==> src/rtl/fetch_unit.sv <==
// Instruction fetch unit: issues one word-aligned request at a time and
// buffers up to two returned instructions for decode.
module fetch_unit #(
    parameter logic [63:0] RESET_PC = 64'h0
) (
    input  logic        clk,
    input  logic        rst,
    output logic        imem_req,
    output logic [63:0] imem_addr,
    input  logic        imem_gnt,
    input  logic        imem_rvalid,
    input  logic [31:0] imem_rdata,
    input  logic        stall,
    input  logic        redirect,
    input  logic [63:0] redirect_pc,
    output logic [31:0] inst,
    output logic [63:0] pc,
    output logic        inst_valid
);

    localparam logic [31:0] NOP = 32'h00000013;
    localparam logic [63:0] ALIGN_MASK = ~64'h3;

    typedef enum logic [1:0] {
        ST_RUN,
        ST_WAIT,
        ST_DROP
    } state_t;

    state_t      state_q, state_d;
    logic [63:0] fpc_q, fpc_d;
    logic [63:0] outAddr_q, outAddr_d;
    logic [1:0]  count_q, count_d;
    logic        head_q, head_d;
    logic [63:0] fifoAddr_q [2];
    logic [31:0] fifoWord_q [2];

    logic grant;
    logic push;
    logic pop;
    logic tailIdx;

    assign inst_valid = (count_q != 2'd0);
    assign inst       = inst_valid ? fifoWord_q[head_q] : NOP;
    assign pc         = inst_valid ? fifoAddr_q[head_q] : 64'h0;

    // Gating with rst keeps the request low while the unit sits in reset.
    assign imem_req  = ~rst && (state_q == ST_RUN) && ~redirect && (count_q != 2'd2);
    assign imem_addr = fpc_q;

    assign grant   = imem_req & imem_gnt;
    assign push    = (state_q == ST_WAIT) & imem_rvalid & ~redirect;
    assign pop     = inst_valid & ~stall & ~redirect;
    assign tailIdx = head_q ^ count_q[0];

    always_comb begin
        state_d   = state_q;
        fpc_d     = fpc_q;
        outAddr_d = outAddr_q;
        count_d   = count_q;
        head_d    = head_q;

        case (state_q)
            ST_RUN: begin
                if (grant) begin
                    state_d   = ST_WAIT;
                    outAddr_d = fpc_q;
                    fpc_d     = fpc_q + 64'd4;
                end
            end
            ST_WAIT: begin
                if (imem_rvalid) begin
                    state_d = ST_RUN;
                end else if (redirect) begin
                    state_d = ST_DROP;
                end
            end
            ST_DROP: begin
                if (imem_rvalid) begin
                    state_d = ST_RUN;
                end
            end
            default: state_d = ST_RUN;
        endcase

        // A redirect flushes everything buffered and overrides any FIFO movement.
        if (redirect) begin
            fpc_d   = redirect_pc & ALIGN_MASK;
            count_d = 2'd0;
            head_d  = 1'b0;
        end else begin
            case ({push, pop})
                2'b10:   count_d = count_q + 2'd1;
                2'b01:   count_d = count_q - 2'd1;
                default: count_d = count_q;
            endcase
            head_d = head_q ^ pop;
        end
    end

    always_ff @(posedge clk or posedge rst) begin
        if (rst) begin
            state_q   <= ST_RUN;
            fpc_q     <= RESET_PC & ALIGN_MASK;
            outAddr_q <= 64'h0;
            count_q   <= 2'd0;
            head_q    <= 1'b0;
        end else begin
            state_q   <= state_d;
            fpc_q     <= fpc_d;
            outAddr_q <= outAddr_d;
            count_q   <= count_d;
            head_q    <= head_d;
        end
    end

    // Payload storage needs no reset; count_q alone decides what is valid.
    always_ff @(posedge clk) begin
        if (push) begin
            fifoAddr_q[tailIdx] <= outAddr_q;
            fifoWord_q[tailIdx] <= imem_rdata;
        end
    end

endmodule

==> config.mk <==
export PLATFORM = sky130hd
export DESIGN_NAME = fetch_unit
export DESIGN_NICKNAME = d
export VERILOG_FILES = /design/src/rtl/fetch_unit.sv
export SDC_FILE = /design/constraint.sdc
export NUM_CORES = 1
export LEC_CHECK = 0
export CAP_MARGIN = 0
export CORE_MARGIN = 5
export CORE_UTILIZATION = 45
export DETAILED_ROUTE_END_ITERATION = 10
export PLACE_DENSITY = 0.7
export SYNTH_ARGS = -nofsm -noshare
export SYNTH_HDL_FRONTEND = slang
export SYNTH_SLANG_ARGS = --single-unit
==> constraint.sdc <==
create_clock -name clk -period 11.2 [get_ports clk]
set_input_delay 2.24 -clock clk [delete_from_list [all_inputs] [get_ports clk]]
set_output_delay 2.24 -clock clk [all_outputs]
set_load 0.05 [all_outputs]
==> flow_summary.yaml <==
outcome:
  outcome: "finished, final reports clean"
clocking:
  cts.clk_slew.worst_paths_ns: 0.06
  cts_buffer_depth: 3
  cts_buffers: 35
  postCtsSetupBuffers: 0
  cts_tree: "done"
  htreeDepth: 2
  clk_root_buffer_cell: "clkbuf_16"
  cts-resized-gates: 0
  clock-sinks: 317
  hold_buffers: 0
  insertion_delay_ns: 0.52
die:
  pin_count: 264
  start_util_pct: 45.93
  die_y_um: 184.4
  core_mm2: 0.02980
  std_cell_rows: 63
  die_area_mm2: 0.03400
  fp.dieW_um: 184.4
layout:
  fillCellCount: 2462
  final-seq-area_mm2: 0.008877
  design_area_mm2: 0.01764
  multi_input_area_mm2: 0.004502
  diodes: 0
  drive_gt1_share_pct: 5.494
  area_growth_pct: 28.90
  nNetsFinal: 1515
placed_design:
  place_congestion: 0.8328
  placed_area_mm2: 0.01655
  port_buffers: 257
  hpwlAfterDp_um: 23870
critical_path:
  r2r-start: "state_q[0]$_DFFE_PP0P_"
  arrival_ns: 4.35
  cp_data_required_time_ns: 8.96
  endpoint_kind: "primary output"
  r2r-end: "imem_addr[51]$_DFFE_PP0P_"
  r2r_slack_ns: 7.73
  cp_slowest_cell: "clkdlybuf4s50_1"
  critPathMostFrequentCell: "clkdlybuf4s50_1"
  worstSetupStartpoint: "rst"
  cp-endpoint: "imem_req"
  worstRegToRegCells: 7
  cp_cell_sequence: "clkdlybuf4s50_1 -> nor4_1 -> and2_1 -> clkdlybuf4s50_1"
  cp.depth: 4
  path_class: "in -> out"
  cpLargestDelayFamily: "buffers and inverters"
  critical-path-max-stage-delay_ns: 0.83
  path_max_fanout: 3
  start_kind: "input port"
  path_buf_inv: 2
logic_synthesis:
  yosysSeqAreaShare_pct: 64.84
  async_flop_share_pct: 40.69
  synth_edf_count: 188
  yosys_warnings: 0
  ys_types: 57
  syn_inst: 1181
  synthFlopType: "edfxtp_1"
  syn_avg_cell_area_um2: 11.59
  synth.ff_latch_count: 317
  synthesis.area_mm2: 0.01368
sta:
  fin_crit_sh_pct: 58.83
  setup_violations: 0
  final_max_slew_viol_count: 0
  report.final.hold_viol_count: 0
  tightest_slew_ns: 1.203
  fmax_ghz: 0.1518
  clock_skew_ns: 0.02002
  rsz0062_at_grt: "false"
  finalSetupTns_ns: 0
  hold_slack_ns: 0.4635
  min_period_ns: 6.589
  maxSlewHeadroom_pct: 19.59
grt:
  grtUsageTotal_pct: 21.23
  grt_pass1_wl_um: 56980
  grt_max_degree: 77
  grt_antenna_before_repair: 0
  grt_pass1_vias: 9951
  grt.overflow.total: 0
drt:
  met3_length_um: 3029
  top_layer: "met4"
  wl_met2_um: 17400
  wl_met1_um: 15880
  ant_nets: 0
  vias: 10079
  dr.pass1.iters: 5
  totalWireLength_um: 37030
  drtIter0Drc: 927
  wl_per_cell_um: 20.25
  route.detailed.drc: 0
  viasPerCell: 5.514
power_and_ir_drop:
  switching_share_pct: 26.80
  vdd.ir_drop.worst_uv: 92.75
  p_clk_share_pct: 37.6
  p_int_mw: 2.118
  p_leak_nw: 6.496
  p_sw_uw: 775.5
  p_seq_share_pct: 49.7
  power_frac_comb_pct: 12.7
  power_mw: 2.894
  power-per-cell-area_mw_per_mm2: 164.0
job:
  max_cap_viol_count: 0
hold_path:
  hold_start: "outAddr_q[21]$_DFFE_PP0P_"
  hold_class: "reg -> reg"
worst min path at each step:
stage | to | slack, ns | cells past startpoint
after detailed placement | fifoAddr_q[1][21]$_DFFE_PP_ | 0.45 | 0
after global routing | fifoAddr_q[0][21]$_DFFE_PP_ | 0.47 | 0
after global placement | fifoAddr_q[1][13]$_DFFE_PP_ | 0.45 | 0
final | fifoAddr_q[0][21]$_DFFE_PP_ | 0.46 | 0
after CTS | fifoAddr_q[0][21]$_DFFE_PP_ | 0.46 | 0
after floorplan | fifoAddr_q[0][10]$_DFFE_PP_ | 0.44 | 0
registers in the layout, summed over array words and instances (netlist names):
name        cells
fifoAddr_q    124
state_q         2
imem_addr      62
fifoWord_q     64
count_q         2
head_q          1
outAddr_q      62
through the flow:
stage                     setup WS [ns]  utilization, %  instances
after floorplan                  0.8370               -       1184
after global placement            4.652           55.55       1765
after detailed placement          4.614           55.55       1765
after CTS                         4.612           59.20       1828
after global routing              4.495           59.20       1828
final                             4.611           59.20       1828
cell usage after synthesis (4+ instances only):
library cell / number / area share (%)
nand2_1: 248 / 6.8
edfxtp_1: 188 / 41
dfrtp_1: 129 / 24
nor2_1: 123 / 3.4
mux2i_1: 99 / 7.2
clkbuf_1: 52 / 1.4
o21ai_0: 42 / 1.5
nand3_1: 32 / 1.2
nand4_1: 28 / 1.3
and3_1: 17 / 0.78
nor3_1: 17 / 0.62
a221o_1: 14 / 1.0
a22oi_1: 14 / 0.77
a21oi_1: 13 / 0.48
buf_1: 12 / 0.33
nand3b_1: 10 / 0.55
o311ai_0: 10 / 0.64
a31oi_1: 9 / 0.41
o211ai_1: 9 / 0.49
nor4_1: 8 / 0.37
and2_1: 7 / 0.32
buf_2: 7 / 0.26
nor3b_1: 7 / 0.38
inv_1: 6 / 0.16
nand2b_1: 6 / 0.27
or3_1: 6 / 0.27
or4_1: 6 / 0.33
a21o_1: 5 / 0.27
buf_4: 5 / 0.27
nor2b_1: 5 / 0.23
and4_1: 4 / 0.26
xor2_1: 4 / 0.26
worst reg2reg max path: stages, from the launching register on:
cell and delay (ns):
dfrtp_1 0.39, nor4_1 0.59, and3_4 0.63, buf_4 0.61
nand2_1 0.33, or4b_1 0.62, nand3b_1 0.10, o211ai_1 0.09
power groups by stage:
stage | combinational (mW) | clock (mW) | sequential (mW)
floorplan | 0.158 | 0 | 1.51
global placement | 0.363 | 0 | 1.45
detailed placement | 0.369 | 0 | 1.46
CTS | 0.372 | 1.11 | 1.43
global route | 0.396 | 1.17 | 1.45
finish | 0.368 | 1.09 | 1.44
layer usage:
metal	global-route usage [%]	vias up
li1	-	4713
met1	30.17	4964
met2	33.51	360
met3	4.460	42
met4	5.708	0
met5	0	-
cells in the final DEF (no fill, tap or decap), types with 16 or more instances in the layout:
cell type / n
nand4_1: 28
nand2_1: 248
o21ai_0: 42
clkbuf_16: 36
and3_1: 16
nor2_1: 121
dfrtp_1: 128
edfxtp_1: 188
nand3_1: 31
nor3_1: 16
mux2i_1: 99
clkdlybuf4s50_1: 256
cell type report:
cell class	count	share of cell area, %
inverters	6	0.1561
clock inverters	14	0.6100
multi-input cells	783	25.52
flip-flops and latches	317	50.33
clock buffers	49	5.554
repair buffers	269	15.07
well taps	390	2.766
kinds of logic after synthesis:
| kind of cell | count (synthesis) | share of synthesized area (%) |
|---|---|---|
| compound gates | 132 | 6.556 |
| xor+xnor | 7 | 0.4480 |
| fa+ha+maj | 1 | 0.09142 |
| buf+inv | 84 | 2.615 |
| flops | 317 | 64.84 |
| mux | 99 | 7.241 |
| other cells | 1 | 0.02740 |
| simple gates | 540 | 18.18 |
Note: power is estimated with default switching activity, not from simulation.
